$ cat src/rtl/face_detect_mul_pkg.sv
// face_detect_mul_pkg: shared widths and helpers for the multiplier arbiter
package face_detect_mul_pkg;
    localparam int A_W_DEF = 16;
    localparam int B_W_DEF = 7;
    localparam int P_W_DEF = 23;
    localparam int PERF_W  = 32;

    function automatic int tag_w(input int n);
        return (n > 1) ? $clog2(n) : 1;
    endfunction
endpackage

$ cat src/rtl/face_detect_rr_arb.sv
// face_detect_rr_arb: combinational round-robin picker starting the search at ptr
module face_detect_rr_arb
    import face_detect_mul_pkg::*;
#(
    parameter int N  = 4,
    parameter int IW = tag_w(N)
) (
    input  logic [N-1:0]  req,
    input  logic [IW-1:0] ptr,
    output logic [N-1:0]  grant,
    output logic [IW-1:0] idx,
    output logic          any
);
    logic          hi_any;
    logic [IW-1:0] hi_idx;
    logic [IW-1:0] lo_idx;

    // lowest requester at or above ptr wins; otherwise wrap to the lowest overall
    always_comb begin
        hi_any = 1'b0;
        hi_idx = '0;
        lo_idx = '0;
        any    = 1'b0;
        grant  = '0;
        for (int j = N - 1; j >= 0; j--) begin
            if (req[j]) begin
                lo_idx = IW'(j);
                any    = 1'b1;
                if (IW'(j) >= ptr) begin
                    hi_idx = IW'(j);
                    hi_any = 1'b1;
                end
            end
        end
        idx = hi_any ? hi_idx : lo_idx;
        for (int j = 0; j < N; j++) grant[j] = any && (idx == IW'(j));
    end
endmodule

$ cat src/rtl/face_detect_mul_arbiter.sv
// face_detect_mul_arbiter: round-robin sharing of one pipelined multiplier; FACE_DETECT_MUL_ARB_PERF_EN adds perf counters
module face_detect_mul_arbiter
    import face_detect_mul_pkg::*;
#(
    parameter int NUM_REQ = 4,
    parameter int LATENCY = 3,
    parameter int A_W     = A_W_DEF,
    parameter int B_W     = B_W_DEF,
    parameter int P_W     = P_W_DEF
) (
    input  logic                   clk,
    input  logic                   reset_n,
    input  logic [NUM_REQ-1:0]     req_valid,
    output logic [NUM_REQ-1:0]     req_ready,
    input  logic [NUM_REQ*A_W-1:0] req_a,
    input  logic [NUM_REQ*B_W-1:0] req_b,
    output logic [NUM_REQ-1:0]     rsp_valid,
    input  logic [NUM_REQ-1:0]     rsp_ready,
    output logic [P_W-1:0]         rsp_p,
    output logic                   mul_ce,
    output logic [A_W-1:0]         mul_din0,
    output logic [B_W-1:0]         mul_din1,
    input  logic [P_W-1:0]         mul_dout
`ifdef FACE_DETECT_MUL_ARB_PERF_EN
    ,
    output logic [NUM_REQ*PERF_W-1:0] perf_grant_cnt,
    output logic [PERF_W-1:0]         perf_stall_cnt
`endif
);
    localparam int TW = tag_w(NUM_REQ);

    logic [LATENCY-1:0] vld_q, vld_d;
    logic [TW-1:0]      tag_q [LATENCY];
    logic [TW-1:0]      tag_d [LATENCY];
    logic [TW-1:0]      ptr_q, ptr_d;
    logic [NUM_REQ-1:0] out_hit;
    logic [NUM_REQ-1:0] arb_req;
    logic [NUM_REQ-1:0] grant;
    logic [TW-1:0]      g;
    logic               any;
    logic               stall;

    face_detect_rr_arb #(.N(NUM_REQ), .IW(TW)) u_arb (
        .req   (arb_req),
        .ptr   (ptr_q),
        .grant (grant),
        .idx   (g),
        .any   (any)
    );

    assign rsp_p = mul_dout;

    // output-stage decode, stall, clock enable and granted operand mux
    always_comb begin
        out_hit = '0;
        for (int i = 0; i < NUM_REQ; i++) out_hit[i] = vld_q[LATENCY-1] && (tag_q[LATENCY-1] == TW'(i));
        stall     = |(out_hit & ~rsp_ready);
        mul_ce    = reset_n && !stall;
        arb_req   = mul_ce ? req_valid : '0;
        req_ready = grant;
        rsp_valid = reset_n ? out_hit : '0;
        mul_din0  = '0;
        mul_din1  = '0;
        for (int i = 0; i < NUM_REQ; i++) begin
            if (grant[i]) begin
                mul_din0 = req_a[i*A_W +: A_W];
                mul_din1 = req_b[i*B_W +: B_W];
            end
        end
    end

    // valid/tag shift only on mul_ce so tags stay aligned with the multiplier stages
    always_comb begin
        vld_d = vld_q;
        tag_d = tag_q;
        ptr_d = ptr_q;
        if (mul_ce) begin
            vld_d[0] = any;
            tag_d[0] = g;
            for (int k = 1; k < LATENCY; k++) begin
                vld_d[k] = vld_q[k-1];
                tag_d[k] = tag_q[k-1];
            end
            if (any) ptr_d = (g == TW'(NUM_REQ - 1)) ? '0 : g + TW'(1);
        end
    end

    // pipeline bookkeeping and round-robin pointer registers
    always_ff @(posedge clk or negedge reset_n) begin
        if (!reset_n) begin
            vld_q <= '0;
            ptr_q <= '0;
            for (int k = 0; k < LATENCY; k++) tag_q[k] <= '0;
        end else begin
            vld_q <= vld_d;
            tag_q <= tag_d;
            ptr_q <= ptr_d;
        end
    end

`ifdef FACE_DETECT_MUL_ARB_PERF_EN
    logic [PERF_W-1:0] grant_cnt_q [NUM_REQ];
    logic [PERF_W-1:0] grant_cnt_d [NUM_REQ];
    logic [PERF_W-1:0] stall_cnt_q, stall_cnt_d;

    // saturating per-requester grant counters and stall-cycle counter
    always_comb begin
        for (int i = 0; i < NUM_REQ; i++) begin
            grant_cnt_d[i] = (grant[i] && !(&grant_cnt_q[i])) ? grant_cnt_q[i] + PERF_W'(1) : grant_cnt_q[i];
            perf_grant_cnt[i*PERF_W +: PERF_W] = grant_cnt_q[i];
        end
        stall_cnt_d    = (stall && !(&stall_cnt_q)) ? stall_cnt_q + PERF_W'(1) : stall_cnt_q;
        perf_stall_cnt = stall_cnt_q;
    end

    // perf counter registers
    always_ff @(posedge clk or negedge reset_n) begin
        if (!reset_n) begin
            stall_cnt_q <= '0;
            for (int i = 0; i < NUM_REQ; i++) grant_cnt_q[i] <= '0;
        end else begin
            stall_cnt_q <= stall_cnt_d;
            for (int i = 0; i < NUM_REQ; i++) grant_cnt_q[i] <= grant_cnt_d[i];
        end
    end
`endif
endmodule
$ cat config.mk
export PLATFORM = sky130hd
export DESIGN_NAME = face_detect_mul_arbiter
export DESIGN_NICKNAME = d
export VERILOG_FILES = /design/src/rtl/face_detect_mul_pkg.sv /design/src/rtl/face_detect_rr_arb.sv /design/src/rtl/face_detect_mul_arbiter.sv
export SDC_FILE = /design/constraint.sdc
export NUM_CORES = 1
export LEC_CHECK = 0
export BUFFER_PORTS_ARGS = -buffer_cell sky130_fd_sc_hd__buf_4
export CAP_MARGIN = 10
export CORE_ASPECT_RATIO = 0.6
export CORE_UTILIZATION = 33
export DETAILED_ROUTE_END_ITERATION = 16
export MAX_ROUTING_LAYER = met4
export PLACE_DENSITY = 0.86
export SLEW_MARGIN = 10
export SYNTH_ARGS = -nofsm -noshare
export SYNTH_HDL_FRONTEND = slang
export SYNTH_SLANG_ARGS = --single-unit
$ cat constraint.sdc
create_clock -name clk -period 2.7 [get_ports clk]
set_input_delay 0.27 -clock clk [delete_from_list [all_inputs] [get_ports clk]]
set_output_delay 0.27 -clock clk [all_outputs]
set_load 0.03 [all_outputs]
==> summary.txt, run 1 <==
Routing
  • Number of nets with antenna violations after routing: 0
  • Uppermost signal routing layer after detailed routing: met4
  • M1 wire length: 3122 µm
  • Met3 routed wirelength: 576 µm
  • Final wirelength: 7329 µm
  • Detailed Routing Iterations Pass 1: 4
  • Drc violations: 0
  • Vias per cell: 5.345
  • Routed wire length per instance: 15.69 µm
  • Total length of routed met2 wires: 3491 µm
  • Via count: 2496
  • Number of violations reported at the end of detailed-routing iteration 0: 111

STA
  • RSZ-0062 raised after global routing: yes
  • Setup violations, final: 23
  • Worst-Margin Slew: 0.4749 ns
  • Pins Over Slew Limit: 0
  • Tightest slew margin relative to the limit: 68.34%
  • Post-route setup slack: -0.09415 ns
  • Clk_skew: 0.001768 ns
  • Fin. Hold Viols: 0
  • Clock period minus worst slack: 2.794 ns
  • Ratio of final minimum period to clock period: 103.5%
  • Post-Route Hold Slack: 0.4772 ns
  • Max Clk Rate: 0.3579 GHz

Setup path
  • Start of the worst register-to-register path: tag_q[1]$_DFFE_PN0N_
  • Number of buffers and inverters on the critical path: 3
  • Top delay family on crit path: simple AND/OR/NAND/NOR gates
  • Data required time at the worst endpoint: 2.43 ns
  • Library cell contributing the largest single delay on the critical path: dfrtp_1
  • Critical path startpoint: tag_q[1]$_DFFE_PN0N_
  • Largest fanout on the critical path: 8
  • Sequence of cells on the critical path: and4b_1 -> a31o_4 -> nor4_4 -> buf_4 -> ha_4 -> buf_12 -> a21oi_1 -> o21ai_1 -> a22oi_2 -> nor2_2 -> buf_6
  • CP Class: flop to output pin
  • Stage delay of the slowest cell on the critical path: 0.42 ns
  • Startpoint class of the critical path: flop
  • Arrival time at the worst endpoint: 2.52 ns
  • Endpoint kind of the worst setup timing path: output pin

Placed design
  • Post-placement cell area: 2855 µm²
  • Post-detailed-placement half-perimeter wirelength: 4953 µm
  • Final RePlAce weighted congestion: 0.8594
  • Buffers added on ports: 133
  • Worst slack at placement: 0.01207 ns

Die
  • Overall die width: 97.33 µm
  • Area enclosed by the die boundary: 5761 µm²
  • Core region area: 5155 µm²
  • Floorplan die height: 59.20 µm
  • Standard-cell rows: 20
  • Starting Density: 34.90%
  • Top-level I/O count: 180

Cells and area
  • Diode count: 0
  • Net total in the final layout: 531
  • Area growth from synthesis to layout: 89.01%
  • Fraction of final layout cells sized beyond drive strength 1: 60.35%
  • Summed area of non-filler cells in the final layout: 3401 µm²

Logic synthesis
  • Share of Yosys cell area claimed by the top area cell type: 15.30%
  • Number of instances in the synthesized netlist: 275
  • Post-synthesis sequential area ratio: 15.30%
  • Mapped Nets: 404
  • Mean instance size in the synthesized netlist: 6.543 µm²
  • Synth area leader: dfrtp_1
  • Register bit total from synthesis: 11
  • Synth top area cells: dfrtp_1 15%, a21oi_1 13%, buf_4 10%, a22oi_1 9.6%, o21ai_0 7.0%
  • Syn Std Cell Area: 1799 µm²
  • Synth Warn #: 0
  • Count of different cell masters after synthesis: 34

Run
  • Number of max-cap violations: 0

Outcome
  • Violations in the final reports: negative setup slack
  • Status: complete, but fails checks

Power
  • Leakage power summed over all cells: 1.681 nW
  • Max VDD drop: 0.3506 mV
  • Power Dens Cells: 804.6 nW/µm²

GRT
  • Gr ovfl total: 0
  • Number of antenna violations at the first check in global routing: 0
  • Vias in the first global route: 2347
  • Global-route total usage across every layer: 24.46%
  • First-pass GRT wire length: 11050 µm
  • Maximum number of pins on one net before global-route repair: 27

Clocking
  • Source-to-sink clock delay at the later pin of the worst-skew pair: 0.24 ns
  • Clock input transition at the sequential cells of the worst setup and hold paths: 0.05 ns
  • Max clock buf depth: 2
  • Maximum level of the CTS H-tree: 1
  • Clock root buffer: clkbuf_8
  • Clock sink count: 11
  • Number of clock buffers inserted by TritonCTS: 3
  • CTS tree: yes

Worst hold path
  • Worst min-delay path startpoint: reset_n
  • Kind of path behind the tightest hold check: primary input to flop
[worst min-delay path: cells and delay by family]
| kind | cells | cell delay (ns) |
|---|---|---|
| buffers and inverters | 1 | 0.12 |
| AND/OR/NAND/NOR | 2 | 0.18 |
| AO/OA/AOI/OAI | 1 | 0.10 |
[stage by stage]
stage	setup TNS (ns)	cells	util, %	total power [W]
detailed placement	0	448	55.39	0.002135
global route	-3.168	467	65.97	0.002910
floorplan	0	275	-	0.001559
CTS	-0.1095	462	63.52	0.002604
global placement	0	448	55.39	0.002084
finish	-1.483	467	65.97	0.002736
[flip-flops by register name (all words and copies together), names as in the netlist]
name and flops:
ptr_q 2, tag_q 6, vld_q 3
[synth_stat cells (all sizes together)]
master,n
and3,5
nand3,2
and2,1
clkbuf,17
nor4,1
ha,4
o21ai,25
nor3,4
o22ai,3
a22oi,23
nand2,28
buf,27
a22o,1
mux2i,1
a31o,1
dfrtp,11
a221o,1
or4,1
nand4bb,1
nor2,27
and4b,1
a21boi,1
a21oi,48
nand2b,2
a31oi,1
mux2,9
inv,29
[cells by family (layout without fill, tap and decap cells)]
kind of cell	after synthesis	after routing	synth area share [%]
AOI/OAI and AO/OA	104	104	33.59
adders and majority gates	4	4	2.782
buffers and inverters	73	199	21.07
DFF	11	11	15.30
muxes	10	10	7.441
and+or+nand+nor	73	73	19.82
[repair_timing]
item,4_1_cts,5_1_grt
hold endpoints to repair,11,0
setup buffers,6,4
gates cloned,3,1
pin swaps,17,15
setup endpoints to repair,23,23
gates resized for setup,61,24
hold buffers,1,0
[layout by cell type (no fill, tap or decap), drive strengths merged]
| cell | instances |
|---|---|
| a21boi | 1 |
| a21oi | 48 |
| a221o | 1 |
| a22o | 1 |
| a22oi | 23 |
| a31o | 1 |
| a31oi | 1 |
| and2 | 1 |
| and3 | 5 |
| and4b | 1 |
| buf | 163 |
| bufbuf | 1 |
| clkbuf | 5 |
| dfrtp | 11 |
| dlygate4sd3 | 1 |
| ha | 4 |
| inv | 29 |
| mux2 | 9 |
| mux2i | 1 |
| nand2 | 28 |
| nand2b | 2 |
| nand3 | 2 |
| nand4bb | 1 |
| nor2 | 27 |
| nor3 | 4 |
| nor4 | 1 |
| o21ai | 25 |
| o22ai | 3 |
| or4 | 1 |
[per-layer routing]
layer	track usage, %	vias to the layer above
met5	-	-
met4	4.622	0
met3	5.896	16
met2	43.56	138
met1	28.91	1169
li1	-	1173
[cell type report]
class	count	area [µm²]
Clock buffer	4	45.04
Fill cell	420	1754
Inverter	29	108.9
Multi-Input combinational cell	191	1398
Sequential cell	11	275.3
Tap cell	66	82.58
Timing Repair Buffer	166	1491
[path summary, 6_finish.rpt]
| path | to | slack, ns | cells after the start |
|---|---|---|---|
| min reg2reg | vld_q[1]$_DFFE_PN0N_ | 0.51 | 1 |
| max | mul_din0[11] | -0.09 | 11 |
| max in group asynchronous | tag_q[2]$_DFFE_PN0N_ | 2.00 | 3 |
| min | tag_q[4]$_DFFE_PN0N_ | 0.48 | 4 |
| max reg2reg | ptr_q[1]$_DFFE_PN0P_ | 0.74 | 6 |
| min in group asynchronous | vld_q[0]$_DFFE_PN0N_ | 0.54 | 3 |
[report_power, final]
part | switching (W) | internal [W] | leakage [nW] | total, W
clock | 0.0000613 | 0.000104 | 0.0228 | 0.000165
sequential | 0.0000618 | 0.000244 | 0.134 | 0.000306
combinational | 0.00118 | 0.00108 | 1.52 | 0.00227
total | 0.00131 | 0.00143 | 1.68 | 0.00274
(Power assumes the default switching activity.)
==> run 2: changes to the inputs <==
- CORE_MARGIN: not set -> 2
==> summary.txt, run 2 (synthesis results as in run 1) <==
Clocking
  • Max clock buf depth: 2 (unchanged)
  • Clock sink count: 11 (unchanged)
  • Clock input transition at the sequential cells of the worst setup and hold paths: 0.05 ns (about the same)
  • Number of clock buffers inserted by TritonCTS: 3 (unchanged)
  • Source-to-sink clock delay at the later pin of the worst-skew pair: 0.25 ns (about the same)
  • Clock root buffer: clkbuf_8
  • CTS tree: yes
  • Maximum level of the CTS H-tree: 1 (unchanged)

Die
  • Floorplan die height: 61.20 µm (+3.4%)
  • Top-level I/O count: 180 (unchanged)
  • Starting Density: 34.90% (unchanged)
  • Area enclosed by the die boundary: 6078 µm² (+5.5%)
  • Standard-cell rows: 20 (unchanged)
  • Overall die width: 99.33 µm (+2.1%)
  • Core region area: 5155 µm² (unchanged)

Outcome
  • Violations in the final reports: negative setup slack
  • Status: complete, but fails checks

STA
  • Clock period minus worst slack: 2.790 ns (-0.004542 ns)
  • Setup violations, final: 23 (unchanged)
  • Post-Route Hold Slack: 0.5017 ns (+0.02450 ns)
  • RSZ-0062 raised after global routing: yes
  • Tightest slew margin relative to the limit: 68.00% (-0.33 points)
  • Pins Over Slew Limit: 0 (unchanged)
  • Post-route setup slack: -0.08960 ns (+0.004542 ns)
  • Max Clk Rate: 0.3585 GHz (+0.16%)
  • Worst-Margin Slew: 0.4795 ns (+0.004563 ns)
  • Final sum of negative setup slack: -1.447 ns (+0.03581 ns)
  • Clk_skew: 0.002190 ns (+0.0004224 ns)
  • Fin. Hold Viols: 0 (unchanged)
  • Ratio of final minimum period to clock period: 103.3% (-0.17 points)

Cells and area
  • Top flop regs: tag_q (6), vld_q (3), ptr_q (2)
  • Net total in the final layout: 533 (+0.38%)
  • Diode count: 0 (unchanged)
  • Fraction of final layout cells sized beyond drive strength 1: 60.05% (-0.30 points)
  • Utilization after layout: 66.12% (+0.15 points)
  • Commonest cells after routing, fill and taps aside: 131 x buf_4, 38 x a21oi_1, 28 x inv_1
  • Register containing the most flip-flops in the final layout: tag_q
  • Most common cell after layout, fill and taps aside: buf_4
  • Flip-flop count of the largest register after layout: 6 (unchanged)
  • Area growth from synthesis to layout: 89.43%
  • Number of standard cells in the layout, taps in and fillers out: 469 (+0.43%)

GRT
  • Maximum number of pins on one net before global-route repair: 27 (unchanged)
  • Gr ovfl total: 0 (unchanged)
  • Number of antenna violations at the first check in global routing: 0 (unchanged)
  • Vias in the first global route: 2340 (-0.30%)
  • First-pass GRT wire length: 11890 µm (+7.6%)
  • Global-route total usage across every layer: 25.66% (+1.2 points)

Worst hold path
  • Kind of path behind the tightest hold check: primary input to flop

Power
  • Max VDD drop: 0.3536 mV (+0.88%)
  • Leakage power summed over all cells: 1.682 nW (about the same)
  • Power Dens Cells: 815.7 nW/µm² (+1.4%)

Setup path
  • Arrival time at the worst endpoint: 2.52 ns (about the same)
  • Data required time at the worst endpoint: 2.43 ns (about the same)
  • Largest fanout on the critical path: 5 (-3)
  • Setup slack on the worst flop-to-flop path: 0.57 ns (-0.17 ns)
  • Endpoint kind of the worst setup timing path: output pin
  • Startpoint class of the critical path: flop
  • CP Class: flop to output pin

Placed design
  • Placed cells: 444 (-0.89%)
  • Final RePlAce weighted congestion: 0.8510 (-0.98%)
  • Post-detailed-placement half-perimeter wirelength: 5134 µm (+3.7%)
  • Buffers added on ports: 133 (unchanged)

Routing
  • Via count: 2474 (-0.88%)
  • Drc violations: 0 (unchanged)
  • Final wirelength: 8220 µm (+12%)
  • Number of nets with antenna violations after routing: 0 (unchanged)
  • Routed wire length per instance: 17.53 µm (+12%)
  • Vias per cell: 5.275 (-1.3%)
  • Detailed Routing Iterations Pass 1: 4 (unchanged)
  • Number of violations reported at the end of detailed-routing iteration 0: 189 (+70%)

Run
  • Number of max-cap violations: 0 (unchanged)
run 2: cell types whose count changed in the layout (fill, tap and decap cells not counted), moves of 2 or more:
cell	before	now
dfrtp_1	11	8
a21oi_1	32	38
dfrtp_2	0	3
a21oi_4	2	0
a21oi_2	14	10
run 2: critical path, cell delays in order (launching register included):
cell and delay, ns:
dfrtp_2 0.42, and4b_1 0.23, a31o_4 0.24, nor4_4 0.25
buf_4 0.19, buf_6 0.10, ha_4 0.21, clkbuf_16 0.17
a21oi_1 0.04, a22oi_1 0.18, nor2_2 0.06, buf_6 0.15
run 2: metal layers:
metal	share of wire [%]	global-route usage, %
met1	43	32.72
met4	1.8	6.458
met5	0	-
met2	46	42.66
met3	8.7	5.108
run 2: through the flow:
step                      cell area [µm²]  power [W]  setup slack, ns
after floorplan                      1866   0.001559        0.0003997
after global placement               2823   0.002054          0.09316
after detailed placement             2823   0.002101        -0.005776
after CTS                            3263   0.002647          -0.1069
after global routing                 3408   0.002951          -0.1882
final                                3408   0.002780         -0.08960
run 2: repair_timing:
| action | 4_1_cts | 5_1_grt |
|---|---|---|
| gates cloned | 4 | 2 |
| gates resized for setup | 50 | 34 |
| hold buffers | 1 | 0 |
| endpoints found under the hold margin | 11 | 0 |
| setup buffers | 9 | 8 |
| endpoints found under the setup margin | 23 | 23 |
| pin swaps | 15 | 13 |
run 2: power breakdown:
part	total [W]	switching (W)	internal, W
combinational	0.00229	0.00121	0.00108
clock	0.000175	0.0000725	0.000102
sequential	0.000315	0.0000661	0.000248
run 2: area by class of cell:
type | instances | area, µm²
sequential | 11 | 279.0
clock inverter | 1 | 5.005
multi-input combinational | 191 | 1389
clock buffer | 3 | 41.29
inverter | 29 | 108.9
timing repair buffer | 168 | 1503
tap | 66 | 82.58
fill | 411 | 1747
run 2: worst paths after layout:
kind | from | end | cells after the start
worst max-delay path | vld_q[2]$_DFFE_PN0N_ | mul_din1[6] | 11
worst min-delay path | req_valid[1] | ptr_q[0]$_DFFE_PN0P_ | 4
worst max register to register | vld_q[2]$_DFFE_PN0N_ | ptr_q[1]$_DFFE_PN0P_ | 6
worst min register to register | tag_q[2]$_DFFE_PN0N_ | tag_q[0]$_DFFE_PN0N_ | 1
max in group asynchronous | reset_n | ptr_q[0]$_DFFE_PN0P_ | 3
min in group asynchronous | reset_n | vld_q[1]$_DFFE_PN0N_ | 3
==> run 3: changes to the inputs <==
- SKIP_CTS_REPAIR_TIMING: not set -> 1
==> summary.txt, run 3 (synthesis results as in run 1) <==
STA
  • Pins Over Slew Limit: 0 (unchanged)
  • Setup violations, final: 23 (unchanged)
  • Clk_skew: 0.0006666 ns (-0.001524 ns)
  • Max Clk Rate: 0.3538 GHz (-1.3%)
  • Worst-Margin Slew: 0.4714 ns (-0.008138 ns)
  • Clock period minus worst slack: 2.826 ns (+0.03677 ns)
  • Tightest slew margin relative to the limit: 68.55% (+0.54 points)
  • RSZ-0062 raised after global routing: yes
  • Ratio of final minimum period to clock period: 104.7% (+1.4 points)
  • Post-route setup slack: -0.1264 ns (-0.03677 ns)
  • Post-Route Hold Slack: 0.4729 ns (-0.02884 ns)
  • Fin. Hold Viols: 0 (unchanged)

GRT
  • Maximum number of pins on one net before global-route repair: 47 (+74%)
  • Gr ovfl total: 0 (unchanged)
  • Number of antenna violations at the first check in global routing: 0 (unchanged)
  • Vias in the first global route: 2126 (-9.1%)
  • Global-route total usage across every layer: 22.08% (-3.6 points)
  • First-pass GRT wire length: 10360 µm (-13%)

Cells and area
  • Utilization after layout: 62.60% (-3.5 points)
  • Top flop regs: tag_q (6), vld_q (3), ptr_q (2)
  • Fraction of final layout cells sized beyond drive strength 1: 58.02% (-2.0 points)
  • Area growth from synthesis to layout: 79.35%
  • Diode count: 0 (unchanged)
  • Register containing the most flip-flops in the final layout: tag_q
  • Flip-flop count of the largest register after layout: 6 (unchanged)
  • Commonest cells after routing, fill and taps aside: 133 x buf_4, 38 x a21oi_1, 28 x inv_1
  • Net total in the final layout: 523 (-1.9%)
  • Most common cell after layout, fill and taps aside: buf_4

Clocking
  • Maximum level of the CTS H-tree: 1 (unchanged)
  • CTS tree: yes
  • Max clock buf depth: 2 (unchanged)
  • Clock root buffer: clkbuf_8
  • Clock sink count: 11 (unchanged)
  • Clock input transition at the sequential cells of the worst setup and hold paths: 0.05 ns (about the same)
  • Source-to-sink clock delay at the later pin of the worst-skew pair: 0.25 ns (about the same)
  • Number of clock buffers inserted by TritonCTS: 3 (unchanged)

Placed design
  • Post-detailed-placement half-perimeter wirelength: 5134 µm (unchanged)
  • Final RePlAce weighted congestion: 0.8510 (unchanged)
  • Worst slack at placement: -0.005776 ns (unchanged)
  • Buffers added on ports: 133 (unchanged)

Die
  • Area enclosed by the die boundary: 6078 µm² (unchanged)
  • Standard-cell rows: 20 (unchanged)
  • Core region area: 5155 µm² (unchanged)
  • Overall die width: 99.33 µm (unchanged)
  • Starting Density: 34.90% (unchanged)
  • Top-level I/O count: 180 (unchanged)
  • Floorplan die height: 61.20 µm (unchanged)

Routing
  • Number of nets with antenna violations after routing: 0 (unchanged)
  • Via count: 2387 (-3.5%)
  • Detailed Routing Iterations Pass 1: 4 (unchanged)
  • Drc violations: 0 (unchanged)
  • Routed wire length per instance: 16.71 µm (-4.7%)
  • Vias per cell: 5.200 (-1.4%)
  • Final wirelength: 7668 µm (-6.7%)
  • Number of violations reported at the end of detailed-routing iteration 0: 125 (-34%)

Worst hold path
  • Kind of path behind the tightest hold check: primary input to flop

Power
  • Switching Power: 0.001287 W (-4.3%)
  • Clock group share of total power: 6.6% (+0.3 points)
  • Comb pwr share: 81.2% (-1.2 points)
  • Portion of total power attributed to sequential cells: 12.2% (+0.9 points)
  • Leakage power summed over all cells: 1.616 nW (-3.9%)
  • Max VDD drop: 0.3381 mV (-4.4%)
  • Switching part of the total power: 49.05% (+0.64 points)
  • Cell internal power dissipation: 0.001337 W (-6.8%)
  • Power Dens Cells: 813.4 nW/µm² (-0.28%)

Setup path
  • Startpoint class of the critical path: flop
  • Data required time at the worst endpoint: 2.43 ns (about the same)
  • Arrival time at the worst endpoint: 2.56 ns (+0.04 ns)
  • Largest fanout on the critical path: 20 (+15)
  • CP Class: flop to output pin
  • Endpoint kind of the worst setup timing path: output pin

Outcome
  • Status: complete, but fails checks
  • Violations in the final reports: negative setup slack

Run
  • Number of max-cap violations: 0 (unchanged)
==> run 3: cell count changes in the layout (fill, tap and decap cells not counted), sizes merged <==
cell,previous run,this run
clkbuf,4,7
bufbuf,1,0
buf,165,153
==> run 3: cell type report <==
type	instances	area [µm²]
clock buffer	3	41.29
clock inverter	1	5.005
fill	432	1928
inverter	29	108.9
multi-input combinational	191	1345
sequential	11	275.3
tap	66	82.58
timing repair buffer	158	1369
==> run 3: path summary, 6_finish.rpt <==
check,depth (start not counted),endpoint,slack (ns),start
max in group asynchronous,3,tag_q[5]$_DFFE_PN0N_,2.02,reset_n
hold reg to reg,1,tag_q[0]$_DFFE_PN0N_,0.51,tag_q[2]$_DFFE_PN0N_
setup / recovery,10,mul_din0[9],-0.13,tag_q[1]$_DFFE_PN0N_
min in group asynchronous,3,vld_q[1]$_DFFE_PN0N_,0.52,reset_n
hold / removal,4,tag_q[4]$_DFFE_PN0N_,0.47,reset_n
setup reg to reg,6,ptr_q[1]$_DFFE_PN0P_,0.65,tag_q[1]$_DFFE_PN0N_
==> run 3: metal layers <==
| layer | global-route usage [%] | part of all wire, % | up-vias |
|---|---|---|---|
| li1 | - | - | 1161 |
| met1 | 28.19 | 44 | 1090 |
| met2 | 36.10 | 46 | 126 |
| met3 | 5.448 | 9.5 | 10 |
| met4 | 4.892 | 1.1 | 0 |
| met5 | - | 0 | - |
==> run 3: per-stage QoR <==
| stage | area [µm²] | std cells | power, W | TNS (ns) |
|---|---|---|---|---|
| after floorplan | 1866 | 275 | 0.001559 | 0 |
| after global placement | 2823 | 444 | 0.002054 | 0 |
| after detailed placement | 2823 | 444 | 0.002101 | -0.008222 |
| after CTS | 2869 | 448 | 0.002286 | -5.777 |
| after global routing | 3227 | 459 | 0.002799 | -4.699 |
| final | 3227 | 459 | 0.002625 | -2.107 |
==> run 3: power groups by stage <==
| stage | Sequential (W) | Clock [W] | Combinational, W |
|---|---|---|---|
| after floorplan | 0.000299 | 0 | 0.00126 |
| after detailed placement | 0.000313 | 0 | 0.00179 |
| after global placement | 0.000305 | 0 | 0.00175 |
| after global routing | 0.000324 | 0.000186 | 0.00229 |
| after CTS | 0.000312 | 0.000175 | 0.00180 |
| final | 0.000319 | 0.000173 | 0.00213 |
==> run 3: worst max-delay path: stages, from the launching register on <==
cell	delay, ns
dfrtp_1	0.44
and4b_2	0.26
a31o_4	0.24
nor4_4	0.25
buf_4	0.19
ha_2	0.26
buf_12	0.18
a21oi_1	0.05
a22oi_1	0.21
nor2_2	0.05
buf_4	0.18
